`src/rtl/reg_write_arbiter_if.sv`:
```
// Write bus shared by the SPI peripheral and the local sequencer.
// The SPI side is a fire-and-forget pulse; the sequencer side is valid/ready.
interface reg_write_arbiter_if;
    logic       spi_wr_valid;
    logic [6:0] spi_wr_addr;
    logic [7:0] spi_wr_data;
    logic       seq_wr_valid;
    logic       seq_wr_ready;
    logic [6:0] seq_wr_addr;
    logic [7:0] seq_wr_data;

    // Requesters drive writes and observe the sequencer handshake.
    modport master (
        output spi_wr_valid, spi_wr_addr, spi_wr_data,
        output seq_wr_valid, seq_wr_addr, seq_wr_data,
        input  seq_wr_ready
    );

    // The arbiter consumes writes and answers the sequencer handshake.
    modport slave (
        input  spi_wr_valid, spi_wr_addr, spi_wr_data,
        input  seq_wr_valid, seq_wr_addr, seq_wr_data,
        output seq_wr_ready
    );
endinterface

```
`src/rtl/reg_write_arbiter.sv`:
```
// Five-register control bank (output enables, PWM enables, PWM duty) written
// by two requesters: SPI pulses via a 1-deep hold buffer, and a valid/ready
// sequencer. Round-robin arbitration, one commit per cycle, with sticky SPI
// overflow and a saturating count of writes to unmapped addresses.
module reg_write_arbiter #(
    parameter int MAX_ADDR = 4,
    parameter int DROP_W   = 8
) (
    input  logic                clk,
    input  logic                rst_n,
    reg_write_arbiter_if.slave  wr,
    input  logic                clr_status,
    output logic [7:0]          en_reg_out_7_0,
    output logic [7:0]          en_reg_out_15_8,
    output logic [7:0]          en_reg_pwm_7_0,
    output logic [7:0]          en_reg_pwm_15_8,
    output logic [7:0]          pwm_duty_cycle,
    output logic                spi_overflow,
    output logic [DROP_W-1:0]   drop_count,
    output logic                busy
);
    localparam logic [6:0]        MAX_A    = 7'(MAX_ADDR);
    localparam logic [DROP_W-1:0] DROP_MAX = {DROP_W{1'b1}};

    // Which requester wins the next tie.
    typedef enum logic {
        RR_SPI = 1'b0,
        RR_SEQ = 1'b1
    } rr_e;

    rr_e        rr_ptr, rr_ptr_nxt;
    logic       hold_v;
    logic [6:0] hold_addr;
    logic [7:0] hold_data;

    logic       hold_gnt, seq_gnt;
    logic       wr_en;
    logic [6:0] wr_addr;
    logic [7:0] wr_data;
    logic       addr_ok;
    logic       ovf_evt, drop_evt;

    // Grant selection and round-robin pointer update.
    // NOTE: every signal driven here gets a default before any branch, so no
    // path through the block can leave a value unassigned and infer a latch.
    always_comb begin
        hold_gnt   = 1'b0;
        seq_gnt    = 1'b0;
        rr_ptr_nxt = rr_ptr;
        if (hold_v && (!wr.seq_wr_valid || rr_ptr == RR_SPI)) begin
            hold_gnt   = 1'b1;
            rr_ptr_nxt = RR_SEQ;
        end else if (wr.seq_wr_valid) begin
            seq_gnt    = 1'b1;
            rr_ptr_nxt = RR_SPI;
        end
    end

    // The sequencer only sees ready when it wins and the block is out of reset.
    assign wr.seq_wr_ready = seq_gnt & rst_n;

    assign wr_en    = hold_gnt | seq_gnt;
    assign wr_addr  = hold_gnt ? hold_addr : wr.seq_wr_addr;
    assign wr_data  = hold_gnt ? hold_data : wr.seq_wr_data;
    assign addr_ok  = (wr_addr <= MAX_A);
    assign drop_evt = wr_en & ~addr_ok;
    // A held write that loses arbitration is lost when a new pulse lands on it.
    assign ovf_evt  = wr.spi_wr_valid & hold_v & ~hold_gnt;
    assign busy     = hold_v | wr.seq_wr_valid;

    // State register: hold buffer, pointer, register bank and status.
    // NOTE: sequential state uses non-blocking assignments so every flop
    // samples the pre-edge values regardless of statement order.
    always_ff @(posedge clk) begin
        if (!rst_n) begin
            // NOTE: the bank is a handful of control flops driving outputs, so
            // it is reset explicitly rather than treated as uninitialised RAM.
            rr_ptr          <= RR_SPI;
            hold_v          <= 1'b0;
            hold_addr       <= '0;
            hold_data       <= '0;
            en_reg_out_7_0  <= '0;
            en_reg_out_15_8 <= '0;
            en_reg_pwm_7_0  <= '0;
            en_reg_pwm_15_8 <= '0;
            pwm_duty_cycle  <= '0;
            spi_overflow    <= 1'b0;
            drop_count      <= '0;
        end else begin
            rr_ptr <= rr_ptr_nxt;

            // A new pulse always wins the buffer; a granted hold empties it.
            if (wr.spi_wr_valid) begin
                hold_v    <= 1'b1;
                hold_addr <= wr.spi_wr_addr;
                hold_data <= wr.spi_wr_data;
            end else if (hold_gnt) begin
                hold_v <= 1'b0;
            end

            if (wr_en && addr_ok) begin
                case (wr_addr)
                    7'h00:   en_reg_out_7_0  <= wr_data;
                    7'h01:   en_reg_out_15_8 <= wr_data;
                    7'h02:   en_reg_pwm_7_0  <= wr_data;
                    7'h03:   en_reg_pwm_15_8 <= wr_data;
                    7'h04:   pwm_duty_cycle  <= wr_data;
                    default: ;
                endcase
            end

            // Clear takes priority over any event in the same cycle.
            if (clr_status) begin
                spi_overflow <= 1'b0;
                drop_count   <= '0;
            end else begin
                if (ovf_evt)
                    spi_overflow <= 1'b1;
                if (drop_evt && drop_count != DROP_MAX)
                    drop_count <= drop_count + DROP_W'(1);
            end
        end
    end
endmodule

```
`src/flat_wrapper.sv`:
```
// flat-port wrapper written by rule: the top's interface ports become plain ports
module reg_write_arbiter_flat 
#(
    parameter int MAX_ADDR = 4,
    parameter int DROP_W   = 8
)
  (clk, rst_n, clr_status, en_reg_out_7_0, en_reg_out_15_8, en_reg_pwm_7_0, en_reg_pwm_15_8, pwm_duty_cycle, spi_overflow, drop_count, busy, wr_spi_wr_valid, wr_spi_wr_addr, wr_spi_wr_data, wr_seq_wr_valid, wr_seq_wr_addr, wr_seq_wr_data, wr_seq_wr_ready);
  reg_write_arbiter_if wr_i ();
  input  logic clk;
  input  logic rst_n;
  input  logic clr_status;
  output logic [7:0] en_reg_out_7_0;
  output logic [7:0] en_reg_out_15_8;
  output logic [7:0] en_reg_pwm_7_0;
  output logic [7:0] en_reg_pwm_15_8;
  output logic [7:0] pwm_duty_cycle;
  output logic spi_overflow;
  output logic [DROP_W-1:0] drop_count;
  output logic busy;
  input wire logic [$bits(wr_i.spi_wr_valid)-1:0] wr_spi_wr_valid;
  input wire logic [$bits(wr_i.spi_wr_addr)-1:0] wr_spi_wr_addr;
  input wire logic [$bits(wr_i.spi_wr_data)-1:0] wr_spi_wr_data;
  input wire logic [$bits(wr_i.seq_wr_valid)-1:0] wr_seq_wr_valid;
  input wire logic [$bits(wr_i.seq_wr_addr)-1:0] wr_seq_wr_addr;
  input wire logic [$bits(wr_i.seq_wr_data)-1:0] wr_seq_wr_data;
  output wire logic [$bits(wr_i.seq_wr_ready)-1:0] wr_seq_wr_ready;
  assign wr_i.spi_wr_valid = wr_spi_wr_valid;
  assign wr_i.spi_wr_addr = wr_spi_wr_addr;
  assign wr_i.spi_wr_data = wr_spi_wr_data;
  assign wr_i.seq_wr_valid = wr_seq_wr_valid;
  assign wr_i.seq_wr_addr = wr_seq_wr_addr;
  assign wr_i.seq_wr_data = wr_seq_wr_data;
  assign wr_seq_wr_ready = wr_i.seq_wr_ready;
  reg_write_arbiter #(.MAX_ADDR(MAX_ADDR), .DROP_W(DROP_W)) u_core (.clk(clk), .rst_n(rst_n), .wr(wr_i), .clr_status(clr_status), .en_reg_out_7_0(en_reg_out_7_0), .en_reg_out_15_8(en_reg_out_15_8), .en_reg_pwm_7_0(en_reg_pwm_7_0), .en_reg_pwm_15_8(en_reg_pwm_15_8), .pwm_duty_cycle(pwm_duty_cycle), .spi_overflow(spi_overflow), .drop_count(drop_count), .busy(busy));
endmodule
```
`config.mk`:
```
export PLATFORM = sky130hd
export DESIGN_NAME = reg_write_arbiter_flat
export DESIGN_NICKNAME = d
export VERILOG_FILES = /design/src/rtl/reg_write_arbiter_if.sv /design/src/rtl/reg_write_arbiter.sv /design/src/flat_wrapper.sv
export SDC_FILE = /design/constraint.sdc
export NUM_CORES = 1
export LEC_CHECK = 0
export CAP_MARGIN = 20
export CORE_ASPECT_RATIO = 0.7
export CORE_MARGIN = 2
export CORE_UTILIZATION = 35
export CTS_BUF_LIST = sky130_fd_sc_hd__clkbuf_4
export DETAILED_ROUTE_END_ITERATION = 8
export GPL_TIMING_DRIVEN = 0
export SYNTH_ARGS = -nofsm -noshare
export SYNTH_HDL_FRONTEND = slang
export SYNTH_SLANG_ARGS = --single-unit
export TNS_END_PERCENT = 20
```
`constraint.sdc`:
```
create_clock -name clk -period 2.2 [get_ports clk]
set_input_delay 0.33 -clock clk [delete_from_list [all_inputs] [get_ports clk]]
set_output_delay 0.33 -clock clk [all_outputs]
set_load 0.02 [all_outputs]
```
# Word level (Yosys, flattened, before mapping)
# Cells that the tools add are included.
[op_classes]
n_reduce_logical = 14
n_mux = 9
bitwise = 10
n_addsub = 1
eq_ne = 5
magnitude_cmp = 1
[ops]
columns = ["operator", "count"]
rows = [
  ["$eq A7 B2 Y1 const B", 2],
  ["$reduce_and A2 Y1", 5],
  ["$add A8 B1 Y8 const B", 1],
  ["$mux W8", 1],
  ["$ne A8 B8 Y1 const B", 1],
  ["$eq A7 B1 Y1 const B", 1],
  ["$eq A7 B3 Y1 const B", 1],
  ["$le A7 B3 Y1 const B", 1],
  ["$logic_not A7 Y1", 1],
  ["$mux W1", 7],
  ["$mux W7", 1],
  ["$and A1 B1 Y1", 4],
  ["$not A1 Y1", 4],
  ["$reduce_bool A2 Y1", 2],
  ["$logic_and A1 B1 Y1", 3],
  ["$or A1 B1 Y1", 2],
  ["$reduce_or A2 Y1", 1],
  ["$logic_not A1 Y1", 1],
  ["$logic_or A1 B1 Y1", 1],
]
[totals]
wordCells = 51
reg_bits = 66
in_bits = 35

# Logic depth before layout (Yosys ltp)
[depth]
depth_word = 9
mapped_depth = 6

# Worst setup path before layout
# No wires, ideal clock.
[synth_timing]
kind = "reg-to-reg"
start = "register u_core.drop_count[0]"
end = "register u_core.drop_count[6]"
setup_time_ns = 0.059
t_required_ns = 2.141
stages_incl_launch_ff = 7
arrival_time_ns = 1.618
slack_ns = 0.523
n_path_buf = 1
cell_sequence = "dfxtp_1 > ha_1 > a41oi_2 > nand3_2 > buf_6 > or4_1 > nand2_1"
[synth_between]
elab_chain_cells = 2
elab_cells_between_ends = 3
cone_classes = "1 x add/sub; 1 x eq/ne; 1 x reduce/logical"
[synth_rtl]
columns = ["element", "line_no", "source"]
rows = [
  ["start: declaration", "reg_write_arbiter.sv:19", "output logic [DROP_W-1:0] drop_count,"],
  ["start signal: assignment", "reg_write_arbiter.sv:120", "drop_count <= drop_count + DROP_W'(1);"],
  ["branches (longest 2 deep; another with $add A8 B1 Y8)", "--", ""],
]
# Parallel ways; which one is timed is not known.
# A chain may end at the register's enable or synchronous reset.

# Worst setup path after layout
[layout_timing]
start = "register u_core.hold_v"
end = "output wr_seq_wr_ready"
[layout_between]
elab_chain_cells = 3
[layout_rtl]
columns = ["element", "line_no", "source"]
rows = [
  ["start: declaration", "reg_write_arbiter.sv:32", "logic hold_v;"],
  ["start signal: assignment", "reg_write_arbiter.sv:79", "hold_v <= 1'b0;"],
  ["start signal: assignment", "reg_write_arbiter.sv:94", "hold_v <= 1'b1;"],
  ["start signal: assignment", "reg_write_arbiter.sv:98", "hold_v <= 1'b0;"],
  ["$logic_and A1 B1 Y1", "reg_write_arbiter.sv:50", "if (hold_v && (!wr.seq_wr_valid || rr_ptr == RR_SPI)) begin"],
  ["$mux W1", "reg_write_arbiter.sv:50", ""],
  ["$and A1 B1 Y1", "reg_write_arbiter.sv:60", "assign wr.seq_wr_ready = seq_gnt & rst_n;"],
  ["end: declaration", "flat_wrapper.sv:26", "output wire logic [$bits(wr_i.seq_wr_ready)-1:0] wr_seq_wr_ready;"],
]
# Every way passes these cells.

==> key figures <==
Outcome
  • Outcome: complete, no violations

Synth
  • Post-synth EDFFs: 0
  • Ys Warns: 0
  • Syn avg cell area: 9.51 µm²
  • Post-Syn Area: 2860 µm²
  • Sequential area share after synthesis: 46.2%
  • Synthesis-stage register bit count: 66
  • Synth cell types: 37
  • Synthesized instance count: 301
  • Commonest register cell after synthesis: dfxtp_1
  • Mapped Nets: 337
  • Post-synth ARST share: 0%

Critical path
  • Arr. time, crit path: 1.76 ns
  • Top delay family on crit path: buffers and inverters
  • Crit Path Category: register to output port
  • Crit path cell chain: a21bo_2 -> buf_4 -> and3_1 -> dlygate4sd2_1
  • Startpoint Class: register
  • Worst r2r src: u_core.hold_v
  • Worst r2r path cells: 5
  • R2R Setup Slk: 0.33 ns
  • CP max FO: 10
  • Worst path slowest cell: dfxtp_2
  • Worst Setup EP: wr_seq_wr_ready
  • Largest stage delay, worst path: 0.40 ns
  • R2r endpoint: u_core.en_reg_out_7_0[6]
  • Critical path origin: u_core.hold_v
  • Crit end category: output port
  • Critical Path Stages: 4
  • Worst path required time: 1.87 ns
  • Bufs and invs on worst path: 2

STA
  • Fin. Hold Viols: 0
  • Final min period: 2.09 ns
  • Max-slew violations: 0
  • RSZ-0062 raised after global routing: false
  • Rel. slew slack: 65.2%
  • Post-route setup slack: 0.106 ns
  • Part of the cycle the worst path needs: 95.2%
  • Final setup viols: 0
  • Clock Skews: 0.0212 ns
  • Peak Freq: 0.477 GHz
  • Worst-Margin Slew: 0.522 ns

Placed design
  • Post-DP HPWL: 5830 µm
  • Place WS: -0.397 ns
  • # port buffers: 84
  • GPL Wtd Cong: 0.922

Cells and area
  • Register area: 1320 µm²
  • Fill count: 773
  • ANT cells: 0
  • Layout cells sized above 1: 8.48%
  • Area growth from synthesis to layout: 38.8%
  • Layout Nets: 432
  • Most common cell after layout, fill and taps aside: clkdlybuf4s50_1
  • Most frequent cells in the layout: 82 x clkdlybuf4s50_1, 79 x nand2_1, 64 x dfxtp_1
  • Multi-input gate area: 1480 µm²

Power and ir drop
  • Worst vdd ir: 0.272 mV
  • Net switching power: 0.000626 W
  • Clock power share: 34.2%
  • Switching Share: 26.9%
  • Power density over cell area: 586 nW/µm²
  • Sequential power share: 53.5%
  • Final Power: 0.00233 W
  • Leakage Power: 1.46 nW
  • Int Pwr: 0.00170 W
  • Combinational group share of total power: 12.4%

Clocking
  • CTS Hold Bufs: 0
  • Setup Buffers After CTS: 0
  • Clock Sinks: 66
  • Skew-Pair Late Insertion Delay: 0.40 ns
  • Root Driver: clkbuf_4
  • CTS Buf Count: 9
  • Max clock buf depth: 2
  • Worst-path clk slew: 0.11 ns
  • H-tree lvl count: 3
  • CTS tree: built

GRT
  • Initial antenna violation count: 0
  • Congestion Overflow GR: 0
  • Number of global-route vias before repair: 2460
  • Global Route Usage Sum: 18.4%
  • Global-route wire length before repair: 12800 µm
  • Largest net degree at the start of global routing: 13

Hold path
  • HP Start: u_core.en_reg_out_15_8[0]
  • Hold WC Path Type: register to register
  • Hold Crit Depth: 2

Die
  • I/O pins: 86
  • Core ar.: 7910 µm²
  • Starting Density: 36.2%
  • Die W: 112 µm
  • Rows: 27
  • Die area: 8930 µm²
  • Die Y: 79.7 µm

Detailed routing
  • Post-route ant nets: 0
  • Drt wl/cell: 15.4 µm
  • Via density: 4.85
  • Drt drc: 0
  • Via count: 2436
  • Iteration-0 DRC Markers: 137
  • Drt total wl: 7710 µm
  • Pre-antenna DRT Iters: 4

Flow run
  • Max cap viols: 0
==> metrics by stage <==
step           hold WS, ns  TNS (ns)  util, %  instances  cell area, µm²
2_1_floorplan        0.424         0        -        301            2860
6_report             0.465         0     50.3        502            3970
4_1_cts              0.431         0     50.2        502            3970
5_1_grt              0.480         0     50.3        502            3970
3_3_place_gp         0.444     -6.34     48.4        486            3830
3_5_place_dp         0.446     -7.38     48.4        486            3830
==> worst min-delay path by stage <==
stage	slack (ns)	end
floorplan	0.42	u_core.rr_ptr
global placement	0.44	u_core.en_reg_out_7_0[0]
detailed placement	0.45	u_core.en_reg_pwm_15_8[5]
CTS	0.43	u_core.rr_ptr
global route	0.48	u_core.pwm_duty_cycle[5]
finish	0.47	u_core.en_reg_out_15_8[0]
==> tightest hold or removal path, cell delays in order, from the launching register on <==
cell     delay (ns)
dfxtp_1        0.33
nand2_1        0.05
mux2i_1        0.05
==> layout make-up <==
cell class | instances | share of cell area [%]
Clock buffer | 9 | 1.70
Sequential cell | 66 | 33.3
Buffer | 13 | 1.61
Clock inverter | 7 | 1.70
Inverter | 1 | 0.0945
Timing Repair Buffer | 84 | 21.1
Multi-Input combinational cell | 221 | 37.3
Tap cell | 101 | 3.18
==> repair_timing <==
action                                  4_1_cts  5_1_grt
pin swaps                                     0        0
endpoints found under the setup margin        2        2
gates resized for setup                       4        3
endpoints found under the hold margin         0        0
==> registers in the layout, summed over array words and instances, names as in the netlist, 7 cells and up <==
signal                  cells
u_core.en_reg_pwm_15_8      8
u_core.pwm_duty_cycle       8
u_core.en_reg_pwm_7_0       8
u_core.drop_count           8
u_core.en_reg_out_7_0       8
u_core.en_reg_out_15_8      8
u_core.hold_addr            7
u_core.hold_data            8
==> cells in the mapped netlist (2+ instances only) <==
| master | count | share of area (%) |
|---|---|---|
| dfxtp_1 | 66 | 46 |
| nor2b_1 | 17 | 3.7 |
| or4_1 | 5 | 1.3 |
| a21oi_1 | 4 | 0.70 |
| nor3_1 | 4 | 0.70 |
| nand4_1 | 4 | 0.87 |
| nand3_2 | 2 | 0.70 |
| o211ai_1 | 4 | 1.0 |
| and3_1 | 4 | 0.87 |
| buf_2 | 3 | 0.52 |
| clkbuf_1 | 9 | 1.2 |
| and4_1 | 2 | 0.61 |
| a21oi_4 | 4 | 2.3 |
| o21ai_0 | 3 | 0.52 |
| nand3_1 | 8 | 1.4 |
| nand3b_1 | 4 | 1.0 |
| a31oi_1 | 2 | 0.44 |
| mux2i_1 | 55 | 19 |
| nor2_1 | 5 | 0.66 |
| nand2_1 | 79 | 10 |
==> routing by layer <==
metal / wire length [µm] / track usage, % / up-vias
met5: 0 / 0 / -
met4: 24 / 4.02 / 0
met2: 3120 / 25.7 / 57
met3: 379 / 5.54 / 2
li1: - / - / 1240
met1: 4180 / 27.7 / 1137
==> power by group through the flow <==
stage	Combinational, W	Sequential [W]	Clock (W)
finish	0.000288	0.00125	0.000796
global route	0.000317	0.00125	0.000878
CTS	0.000290	0.00125	0.000826
detailed placement	0.000289	0.00127	0
global placement	0.000287	0.00127	0
floorplan	0.000146	0.00128	0
==> cell families after synthesis <==
family / Yosys count / synth area share, %
flip-flops: 66 / 46.2
multiplexers: 55 / 19.2
buffers and inverters: 14 / 2.23
AO/OA/AOI/OAI: 24 / 7.47
adder cells (fa/ha/maj): 1 / 0.437
AND/OR/NAND/NOR: 141 / 24.5
Note: power is estimated with default switching activity, not from simulation.
